--- config.mk ---
export PLATFORM = sky130hd
export DESIGN_NAME = loadstore_dispatch
export DESIGN_NICKNAME = d
export VERILOG_FILES = /design/src/rtl/loadstore_dispatch.sv
export SDC_FILE = /design/constraint.sdc
export NUM_CORES = 1
export LEC_CHECK = 0
export ABC_AREA = 1
export CORE_MARGIN = 1
export CORE_UTILIZATION = 59
export CTS_CLUSTER_DIAMETER = 200
export DETAILED_ROUTE_END_ITERATION = 8
export PLACE_DENSITY = 0.85
export SLEW_MARGIN = 20
export SYNTH_ARGS = -nofsm -noshare
export SYNTH_HDL_FRONTEND = slang
export SYNTH_SLANG_ARGS = --single-unit
--- constraint.sdc ---
create_clock -name clk -period 5 [get_ports clk]
set_clock_uncertainty 0.05 [all_clocks]
set_input_delay 1 -clock clk [delete_from_list [all_inputs] [get_ports clk]]
set_output_delay 1 -clock clk [all_outputs]
set_load 0.02 [all_outputs]
--- src/rtl/loadstore_dispatch.sv ---
// loadstore_dispatch: buffers issue-stage memory operations in a small FIFO and
// hands legal ones to the data memory one at a time; illegal ones are dropped and reported.
module loadstore_dispatch #(
  parameter int DATABITWIDTH    = 16,
  parameter int REGADDRBITWIDTH = 4,
  parameter int DEPTH           = 4
) (
  input  logic                       clk,
  input  logic                       rst_n,
  input  logic                       clk_en,
  input  logic                       Flush,
  output logic                       Issue_REQ,
  input  logic                       Issue_ACK,
  input  logic [3:0]                 Issue_MinorOpcode,
  input  logic [REGADDRBITWIDTH-1:0] Issue_DestRegister,
  input  logic [DATABITWIDTH-1:0]    Issue_DataAddr,
  input  logic [DATABITWIDTH-1:0]    Issue_Data,
  input  logic                       LoadStore_REQ,
  output logic                       LoadStore_ACK,
  output logic [3:0]                 MinorOpcodeOut,
  output logic [REGADDRBITWIDTH-1:0] DestRegisterOut,
  output logic [DATABITWIDTH-1:0]    DataAddrOut,
  output logic [DATABITWIDTH-1:0]    DataOut,
  output logic                       Fault,
  output logic [DATABITWIDTH-1:0]    FaultAddr,
  output logic [3:0]                 FaultOpcode,
  output logic                       Idle,
  output logic [15:0]                DispatchCount,
  output logic [1:0]                 o_dbg_head_state
);
  localparam int          PW         = $clog2(DEPTH);
  localparam logic [PW:0] FULL_COUNT = (PW+1)'(DEPTH);

  typedef enum logic [1:0] {
    HS_EMPTY           = 2'd0,
    HS_PRESENT_LEGAL   = 2'd1,
    HS_PRESENT_ILLEGAL = 2'd2
  } head_state_e;

  logic [3:0]                 r_op   [DEPTH];
  logic [REGADDRBITWIDTH-1:0] r_dst  [DEPTH];
  logic [DATABITWIDTH-1:0]    r_addr [DEPTH];
  logic [DATABITWIDTH-1:0]    r_data [DEPTH];
  logic [PW-1:0]              r_wptr;
  logic [PW-1:0]              r_rptr;
  logic [PW:0]                r_count;
  logic [15:0]                r_dispatch_count;
  logic [DATABITWIDTH-1:0]    r_fault_addr;
  logic [3:0]                 r_fault_op;

  logic        w_empty;
  logic        w_full;
  logic        w_illegal;
  logic        w_issue_req;
  logic        w_ls_ack;
  logic        w_fault;
  logic        w_push;
  logic        w_pop;
  head_state_e w_head_state;

  assign w_empty   = (r_count == '0);
  assign w_full    = (r_count == FULL_COUNT);
  // Double/quad are never executable; a word must sit on an even byte address.
  assign w_illegal = r_op[r_rptr][1] | ((r_op[r_rptr][1:0] == 2'b01) & r_addr[r_rptr][0]);

  always_comb begin
    w_head_state = HS_EMPTY;
    if (!w_empty) w_head_state = w_illegal ? HS_PRESENT_ILLEGAL : HS_PRESENT_LEGAL;
  end

  // Both channels use valid/ready: a transfer happens on a rising edge where the
  // producer's valid (Issue_ACK / LoadStore_ACK) and the consumer's ready
  // (Issue_REQ / LoadStore_REQ) are both high; valid never depends on ready.
  assign w_issue_req = ~w_full & ~Flush & clk_en;
  assign w_ls_ack    = (w_head_state == HS_PRESENT_LEGAL) & clk_en & ~Flush;
  assign w_fault     = (w_head_state == HS_PRESENT_ILLEGAL) & clk_en & ~Flush;
  assign w_push      = Issue_ACK & w_issue_req;
  assign w_pop       = (w_ls_ack & LoadStore_REQ) | w_fault;

  always_ff @(posedge clk or negedge rst_n) begin
    if (!rst_n) begin
      r_wptr           <= '0;
      r_rptr           <= '0;
      r_count          <= '0;
      r_dispatch_count <= '0;
      r_fault_addr     <= '0;
      r_fault_op       <= '0;
      for (int i = 0; i < DEPTH; i++) begin
        r_op[i]   <= '0;
        r_dst[i]  <= '0;
        r_addr[i] <= '0;
        r_data[i] <= '0;
      end
    end else if (clk_en) begin
      if (Flush) begin
        r_wptr  <= '0;
        r_rptr  <= '0;
        r_count <= '0;
      end else begin
        if (w_push) begin
          r_op[r_wptr]   <= Issue_MinorOpcode;
          r_dst[r_wptr]  <= Issue_DestRegister;
          r_addr[r_wptr] <= Issue_DataAddr;
          r_data[r_wptr] <= Issue_Data;
          r_wptr         <= r_wptr + PW'(1);
        end
        if (w_pop) r_rptr <= r_rptr + PW'(1);
        if (w_push && !w_pop) r_count <= r_count + (PW+1)'(1);
        else if (!w_push && w_pop) r_count <= r_count - (PW+1)'(1);
        if (w_ls_ack && LoadStore_REQ) r_dispatch_count <= r_dispatch_count + 16'd1;
        if (w_fault) begin
          r_fault_addr <= r_addr[r_rptr];
          r_fault_op   <= r_op[r_rptr];
        end
      end
    end
  end

  assign Issue_REQ        = w_issue_req;
  assign LoadStore_ACK    = w_ls_ack;
  assign Fault            = w_fault;
  assign MinorOpcodeOut   = r_op[r_rptr];
  assign DestRegisterOut  = r_dst[r_rptr];
  assign DataAddrOut      = r_addr[r_rptr];
  assign DataOut          = r_data[r_rptr];
  assign FaultAddr        = r_fault_addr;
  assign FaultOpcode      = r_fault_op;
  assign Idle             = w_empty;
  assign DispatchCount    = r_dispatch_count;
  assign o_dbg_head_state = w_head_state;
endmodule

Word-level counts from Yosys, hierarchy flattened. Cells that the tools add are included.

Bits in read-only memories: 0. Bits in latches: 0. Word-level logic and storage cells: 94. Register bits after elaboration: 203. Memories kept: 0. RAM bits: 0.

Multiplexer cells: 29. Add/subtract/negate cells: 5. $mul: 0. Shift-type cells: 0. Bitwise operators: 15. Div/mod/pow operators: 0. Reduce and logical (&&, ||, !) cells: 16. Magnitude comparators: 3. Equal/unequal tests: 4.

Operator list (count): 64-bit bitwise mux (2); 16-bit 2-to-1 mux (5); 16-bit binary-select mux with 2-bit select (2); 16-bit bitwise mux (2); 16-bit demux with 2-bit select (1); 4-bit 2-to-1 mux (5); 16-bit by 1-bit adder with 16-bit output, second input constant (1); 4-bit binary-select mux with 2-bit select (2); 2-bit 2-to-1 mux (6); 1-bit AND (9); 3-bit 2-to-1 mux (3); 3-bit AND reduction (3); 4-bit demux with 2-bit select (1); 3-bit >= comparator, second input constant (2); 2-bit inverter with 3-bit output (2); 2-bit AND reduction (3); 2-bit by 1-bit adder with 2-bit output, second input constant (2); 2-bit by 1-bit equality test with 1-bit output, second input constant (2); 1-bit logical AND (4); 2-bit nonzero test (2); 3-bit by 1-bit adder with 3-bit output, second input constant (1); 3-bit equality test, second input constant (1); 3-bit zero test (1); 3-bit by 1-bit less-than comparator with 1-bit output, second input constant (1); 6 further kinds (9).

Depth between registers and ports, before layout. Gate-level depths: netlist (run 1).

Word-level depth: 18. Depth in mapped cells: 17. Mapped depth without buffers: 17.

Worst setup path before layout (run 1). No wires, ideal clock.

Kind: input -> output. From: input port Flush. To: output port Fault. Data required time: 3950 ps. Arrival: 1834 ps. Path slack: 2116 ps. Stages on the path: 6. Path through: inv_2 > nand2_1 > inv_1 > nand3_2 > inv_2 > buf_4.

Longest elaborated chain between the ends: 2.

RTL lines: start: declaration (RTL line 11) `input logic Flush,`; 1-bit inverter (no line); 1-bit AND (RTL line 76) `assign w_fault = (w_head_state == HS_PRESENT_ILLEGAL) & clk_en & ~Flush;`; end: declaration (RTL line 24) `output logic Fault,`.

No other way between the ends.

Worst setup path in the final report (run 1).
From: register r_rptr[0]. To: output port LoadStore_ACK.

Longest elaborated chain between the ends: 12. Elaborated cells on any way between the ends: 15. Those cells by class: eq/ne: 2; mux: 8; bitwise: 5.

RTL lines: start: declaration (RTL line 45) `logic [PW-1:0] r_rptr;`; start signal: assignment (RTL line 107) `if (w_pop) r_rptr <= r_rptr + PW'(1);`; 2-bit inverter with 3-bit output (implied by the code) (*) (RTL line 64) `assign w_illegal = r_op[r_rptr][1] | ((r_op[r_rptr][1:0] == 2'b01) & r_addr[r_rptr][0]);`; 4-bit binary-select mux with 2-bit select (RTL line 64); 4-bit 2-to-1 mux (2 in series); 2-bit by 1-bit equality test with 1-bit output (RTL line 64); 1-bit AND (RTL line 64); 1-bit OR (*) (RTL line 64); 2-bit 2-to-1 mux (*) (2 in series) (RTL line 68) `if (!w_empty) w_head_state = w_illegal ? HS_PRESENT_ILLEGAL : HS_PRESENT_LEGAL;`; 2-bit by 1-bit equality test with 1-bit output (*) (RTL line 75) `assign w_ls_ack = (w_head_state == HS_PRESENT_LEGAL) & clk_en & ~Flush;`; 1-bit AND (*) (2 in series) (RTL line 75); end: declaration (RTL line 19) `output logic LoadStore_ACK,`.

Mark *: on every way between the ends. The rest lies on a longest branch, timed or not. The select of a mux whose other input is x is not followed.

==> metrics, run 1 <==
Max clock buf depth=3; final cell count without fillers=around 1200; clock slew at reported path FFs=roughly 0.060 ns; total CTS buffers=22; peak fanout along the critical path=44; # rows=45; post-synthesis sequential area ratio=a little under three fifths; crit share post-route=around 84%; Static Leak=about 5.2 nW; worst path cell trace=inv_2 -> buf_4 -> nand2_1 -> nand3_1 -> nand2_2 -> o21ai_2 -> nor2_1 -> nand2_1 -> inv_1 -> clkdlybuf4s50_1; Final Hold Fails=0; dominant cell type by area after synthesis=dfrtp_1; mapped cell area=0.00916 mm^2; post-route ant nets=0; Async SR Flop Fraction=between 90% and 100%; top post-synthesis cells by count=dfrtp_1, mux2_2, nand2_1, nor2_1, o21ai_0; dpl ws=between 1 and 1.5 ns; Top Ports=128; fraction of layout cells with a size suffix above 1=between 20% and 30%; Max VDD drop=around 480 uV; YS warnings=0; H-tree levels=1; Slowest-stage cell, CP=dfrtp_2; dpl hpwl=~13 mm; Worst Setup End Kind=output port; max cap viols=0; Hold Crit Class=reg -> reg; post-DR vias/cell=slightly below 6; Seq cells post-synth=203; top area cells in the synthesized netlist=dfrtp_1, mux2_2, o21ai_0; prevailing post-synth register cell=dfrtp_1; Post-Syn Instances=827; height of the die=~130 um; Iter 0 DRT Violations=between 300 and 400; slowest stage delay, CP=about 0.80 ns; top-area cell type share of the netlist area=between 50% and 60%; RSZ-0062 raised after global routing=no; synthesis-to-finish area growth=24.1%; outcome=finished, final reports clean; Post-Syn Nets=just under 900; EDFF count, synth=0; layout net count=~1000; Die X-Extent=~130 um; Syn Area/Cell=roughly 11 um^2; global-route wire length before repair=34.6 mm; DRC viols=0; fin worst setup slack=around 0.81 ns; FILL cells=roughly 1000; Placed Cells=1113; PD cells=roughly 640 mW/mm^2; initial antenna violation count=0; Initial Utilization=approximately three fifths; Worst EP arrival=between 3 and 4 ns; Slew Viols, Final=0; WS Path Type=reg -> out; worst-margin pin slew=just over 0.9 ns; most frequent CP cell=nand2_1; Die ar.=approximately 0.016 mm^2; largest net degree at the start of global routing=between 100 and 150; hold buffer count at cts=0; post-CTS resize count=0; CTS tree=done; Total GRT Usage=between 20 and 30%; Final Total Pwr=between 7 and 8 mW; Max Freq=between 200 and 250 MHz; port bufs=~130; First-pass DRT Iterations=5; wire per inst=about 18 um; vias after detailed routing=about 6700; DRT Wirelength=roughly 21 mm; n_diodes=0; Sum Neg Setup Slack=0 ns; most common cell in the synthesized netlist=dfrtp_1; fin crit period=between 4 and 5 ns; CORE AREA=roughly 0.015 mm^2; grt total ovfl=0; CP startpoint kind=flip-flop; RD Place Congestion=around 0.85; Sink Count=203; postcts setup bufs=0; Yosys cell types=34; Finished Core Util=between 70% and 80%; number of global-route vias before repair=roughly 6900; Req. time, crit path=3.95 ns; Root Buffer=clkbuf_16; final setup fails=0; worst relative slew slack=39.3%; Skew-Pair Late Insertion Delay=between 0.4 and 0.5 ns
[cells by family (layout without fill, tap and decap cells)]
group | Yosys count | after routing | synth area share [%]
AOI/OAI and AO/OA | 130 | 130 | 7.78
DFF | 203 | 203 | 55.5
xor gates and xnor gates | 16 | 16 | 1.53
muxes | 160 | 160 | 19.7
buffers and inverters | 82 | 219 | 3.81
adders and majority gates | 6 | 6 | 0.902
and+or+nand+nor | 230 | 230 | 10.8
[area by class of cell]
cell class / instances / area [um^2] / share of cell area, %
clock inverter: 10 / 128 / 1.12
sequential: 203 / 5080 / 44.7
clock buffer: 29 / 628 / 5.53
inverter: 36 / 135 / 1.19
timing repair buffer: 144 / 1400 / 12.3
tap: 188 / 235 / 2.07
multi-input combinational: 542 / 3760 / 33.1
[worst max-delay path: cells and delay by family, from the launching register on]
kind,cells,cell delay (ns)
DFF,1,0.80
AOI/OAI and AO/OA,1,0.09
buffers and inverters,4,1.20
and+or+nand+nor,5,0.56
[placed cells by master, fill, tap and decap left out, types with 2 or more instances in the layout]
cell type        instances
nor2_4                   5
bufinv_16                3
nor2_2                   2
o22ai_1                 37
clkbuf_8                 4
nand4_1                  5
clkbuf_1                 3
clkbuf_16               23
xor2_1                  12
nand2_1                103
clkdlybuf4s50_1        126
inv_2                    4
clkinv_2                 6
mux2_2                 148
nand3_1                 11
inv_1                   32
nor4_1                   3
ha_1                     5
xnor2_1                  4
o21ai_0                 89
mux2_1                  12
buf_4                   17
nor3_1                   3
nand3_2                  3
nand2_2                  6
dfrtp_1                202
nor2_1                  85
[routing by layer]
metal / GRT usage, % / share of wire (%) / up-vias / wire length, um
met5: 0 / 0 / - / 0
met4: 8.86 / 2.0 / 0 / 423
met3: 4.43 / 4.9 / 31 / 1020
met2: 45.7 / 50 / 194 / 10400
met1: 36.7 / 43 / 3370 / 8950
li1: - / - / 3065 / -
[power breakdown]
group | internal (mW) | switching (mW) | total [mW] | leakage, nW
Combinational | 1.38 | 1.52 | 2.90 | 2.26
Clock | 1.04 | 0.635 | 1.67 | 0.375
Sequential | 2.29 | 0.398 | 2.69 | 2.59
Total | 4.71 | 2.55 | 7.26 | 5.22
[sequential cells by signal (all words and copies together), names as in the netlist, 3 cells and up]
name and count:
r_op 16, r_addr 64, FaultOpcode 4, DispatchCount 16, r_dst 16, r_count 3
r_data 64, FaultAddr 16
[per-stage QoR]
step           cell area [um^2]  hold slack, ns
2_1_floorplan              9160           0.402
3_3_place_gp              10600           0.412
3_5_place_dp              10600           0.417
4_1_cts                   11400           0.433
5_1_grt                   11400           0.449
6_report                  11400           0.429
[worst paths after layout]
check | depth (start not counted) | slack (ns) | end | from
max | 10 | 0.81 | LoadStore_ACK | r_rptr[0]
min | 2 | 0.43 | FaultAddr[3] | FaultAddr[3]
max reg2reg | 17 | 1.54 | r_count[2] | r_rptr[0]
min reg2reg | 2 | 0.43 | FaultAddr[3] | FaultAddr[3]
max in group asynchronous | 2 | 3.32 | r_data[38] | rst_n
min in group asynchronous | 1 | 0.59 | r_wptr[1] | rst_n
No activity file was read; power rests on OpenSTA's default activity.
==> run 2, diff against run 1 <==
--- a/config.mk
+++ b/config.mk
@@ -7,10 +7,10 @@
 export LEC_CHECK = 0
 export ABC_AREA = 1
 export CORE_MARGIN = 1
-export CORE_UTILIZATION = 59
+export CORE_UTILIZATION = 55
 export CTS_CLUSTER_DIAMETER = 200
 export DETAILED_ROUTE_END_ITERATION = 8
-export PLACE_DENSITY = 0.85
+export PLACE_DENSITY = 0.8
 export SLEW_MARGIN = 20
 export SYNTH_ARGS = -nofsm -noshare
 export SYNTH_HDL_FRONTEND = slang
==> constraint.sdc (replaced) <==
create_clock -name clk -period 4.4 [get_ports clk]
set_clock_uncertainty 0.05 [all_clocks]
set_input_delay 0.88 -clock clk [delete_from_list [all_inputs] [get_ports clk]]
set_output_delay 0.88 -clock clk [all_outputs]
set_load 0.02 [all_outputs]
==> run 2 against run 1 <==
First-iteration DRC count is 8.9% lower. Sequential power up 13%. Count of clock-buffer cells in the layout rose by 2. Setup slack worse by 0.25 ns. Cell count increased by 2.3%. Sequential share of layout area rose by 0.079 points. Total power up 11%. Combinational power rose by 14%. Register-to-register slack got worse by 0.23 ns. Critical path type unchanged.
==> metrics, run 2 (synthesis results as in run 1) <==
post-CTS resize count=0 (unchanged); fraction of layout cells with a size suffix above 1=23.4% (was 23.7%); final setup fails=0 (unchanged); top flop regs=r_addr x64, r_data x64 (unchanged); vias after detailed routing=6547 (was 6660); initial antenna violation count=0 (unchanged); CORE AREA=0.0161 mm^2 (was 0.0151 mm^2); hold buffer count at cts=0 (unchanged); fin crit period=about 3.8 ns; Initial Utilization=57.0% (was 60.5%); crit-path leading delay family=buffers and inverters (unchanged); height of the die=131 um (was 127 um); worst path cell trace=inv_2 -> buf_4 -> o21ai_0 -> o22ai_1 -> clkdlybuf4s50_1 (was inv_2 -> buf_4 -> nand2_1 -> nand3_1 -> nand2_2 -> o21ai_2 -> nor2_1 -> nand2_1 -> inv_1 -> clkdlybuf4s50_1); Max Freq=between 200 and 300 MHz; First-pass DRT Iterations=4 (was 5); clock slew at reported path FFs=0.06 ns (about the same); global-route wire length before repair=33.2 mm (was 34.6 mm); Final Total Pwr=8.06 mW (was 7.26 mW); dpl ws=0.872 ns (was 1.20 ns); Worst Setup End Kind=output port (unchanged); max cap viols=0 (unchanged); Gate power share=41.0% (was 39.9%); crit share post-route=just under 90%; final cell count without fillers=1178 (was 1152); worst-margin pin slew=0.749 ns (was 0.911 ns); CTS tree=done (unchanged); Die ar.=0.0172 mm^2 (was 0.0160 mm^2); Max VDD drop=431 uV (was 479 uV); Sum Neg Setup Slack=0 ns (unchanged); PD cells=711 mW/mm^2 (was 638 mW/mm^2); wire per inst=17.3 um (was 18.1 um); Sink Count=203 (unchanged); RSZ-0062 raised after global routing=no (unchanged); final instance area=0.0113 mm^2 (was 0.0114 mm^2); Final Hold Fails=0 (unchanged); Skew-Pair Late Insertion Delay=0.50 ns (was 0.49 ns); Req. time, crit path=3.47 ns (was 3.95 ns); post-DR vias/cell=5.56 (was 5.78); WP buf/inv=3 (was 4); commonest non-fill, non-tap cell in the layout=dfrtp_1 (unchanged); Sw Share=35.6% (was 35.1%); layout net count=1000 (was 1001); outcome=finished, final reports clean (unchanged); H-tree levels=1 (unchanged); most frequent cells in the layout=dfrtp_1, mux2_2, clkdlybuf4s50_1 (unchanged); number of global-route vias before repair=6457 (was 6883); Slowest-stage cell, CP=clkdlybuf4s50_1 (was dfrtp_2); Multi-input gate area=0.00376 mm^2 (unchanged); Net Switching=2.87 mW (was 2.55 mW); clock network fraction of design power=21.4% (was 23.0%); worst relative slew slack=50.1% (was 39.3%); dpl hpwl=12.8 mm (was 13.1 mm); Root Buffer=clkbuf_16 (unchanged); # rows=46 (was 45); total CTS buffers=22 (unchanged); CP startpoint kind=flip-flop (unchanged); Highest Signal Layer=met4 (unchanged); largest net degree at the start of global routing=92 (was 116); grt total ovfl=0 (unchanged); Static Leak=5.19 nW (was 5.22 nW); routed length on met1=9.23 mm (was 8.95 mm); routed wl met2=9.84 mm (was 10.4 mm); WS Path Type=reg -> out (unchanged); Flop pwr share=37.6% (was 37.1%); Reg area=0.00508 mm^2 (unchanged); Iter 0 DRT Violations=349 (was 383); fin worst setup slack=0.559 ns (was 0.811 ns); Hold Crit Class=in -> async (was reg -> reg); Placed Area=0.0107 mm^2 (was 0.0106 mm^2); n_diodes=0 (unchanged); synthesis-to-finish area growth=23.9% (was 24.1%); met3 wire length=1.09 mm (was 1.02 mm); Worst EP arrival=2.91 ns (was 3.14 ns); Placed Cells=1140 (was 1113); Die X-Extent=131 um (was 127 um); Max clock buf depth=3 (unchanged); Internal=5.19 mW (was 4.71 mW); postcts setup bufs=0 (unchanged); port bufs=127 (unchanged); slowest stage delay, CP=0.68 ns (was 0.80 ns); Top Ports=128 (unchanged); FILL cells=1156 (was 1036); Slew Viols, Final=0 (unchanged); peak fanout along the critical path=32 (was 44); DRC viols=0 (unchanged); post-route ant nets=0 (unchanged); RD Place Congestion=0.828 (was 0.853); Total GRT Usage=24.8% (was 27.3%); DRT Wirelength=20.4 mm (was 20.8 mm)
==> run 2: changes by cell type in the layout (fill, tap and decap cells not counted) <==
cell and change:
buf_12 +2, buf_4 -3, bufinv_16 -3, clkbuf_1 +1, clkbuf_8 +1
==> run 2: worst paths after layout <==
check	slack, ns	cells past startpoint	start	end
max in group asynchronous	2.99	2	rst_n	DispatchCount[9]
worst min register to register	0.43	2	FaultAddr[14]	FaultAddr[14]
worst min-delay path	0.39	1	rst_n	r_data[1]
worst max-delay path	0.56	5	r_rptr[0]	DataAddrOut[14]
worst max register to register	1.31	16	r_rptr[0]	r_count[2]
min in group clk	0.43	2	FaultAddr[14]	FaultAddr[14]
==> run 2: area by class of cell <==
cell class | count | share of cell area [%]
Clock inverter | 7 | 0.331
Multi-Input combinational cell | 542 | 33.1
Timing Repair Buffer | 143 | 12.5
Inverter | 36 | 1.19
Sequential cell | 203 | 44.8
Tap cell | 216 | 2.38
Clock buffer | 31 | 5.69
==> run 2: worst reg2reg max path: stages, from the launching register on <==
cell     delay (ns)
dfrtp_2        0.65
buf_4          0.41
nand2_1        0.10
nand3_1        0.11
nand2_2        0.10
o21ai_2        0.10
nand3_2        0.11
buf_4          0.25
nand3_2        0.14
inv_1          0.06
fa_1           0.38
xor2_1         0.19
nand4_1        0.11
nand2_1        0.08
inv_1          0.04
nand3_1        0.05
nand2_1        0.05
==> run 2: power groups by stage <==
stage	Sequential (mW)	Clock [mW]	Combinational (mW)
5_1_grt	3.13	1.83	3.60
3_3_place_gp	3.01	0	3.23
4_1_cts	3.03	1.75	3.33
2_1_floorplan	3.06	0	1.93
3_5_place_dp	3.05	0	3.31
6_report	3.03	1.72	3.31
==> run 2: stage by stage <==
step	utilization [%]	hold slack [ns]
after floorplan	-	0.402
after global placement	66.4	0.412
after detailed placement	66.4	0.414
after CTS	70.7	0.428
after global routing	70.7	0.445
final	70.7	0.385
==> run 2: layer usage <==
layer	up-vias	track usage, %
met5	-	0
met1	3295	35.1
met4	0	6.42
li1	3059	-
met2	171	40.6
met3	22	3.34
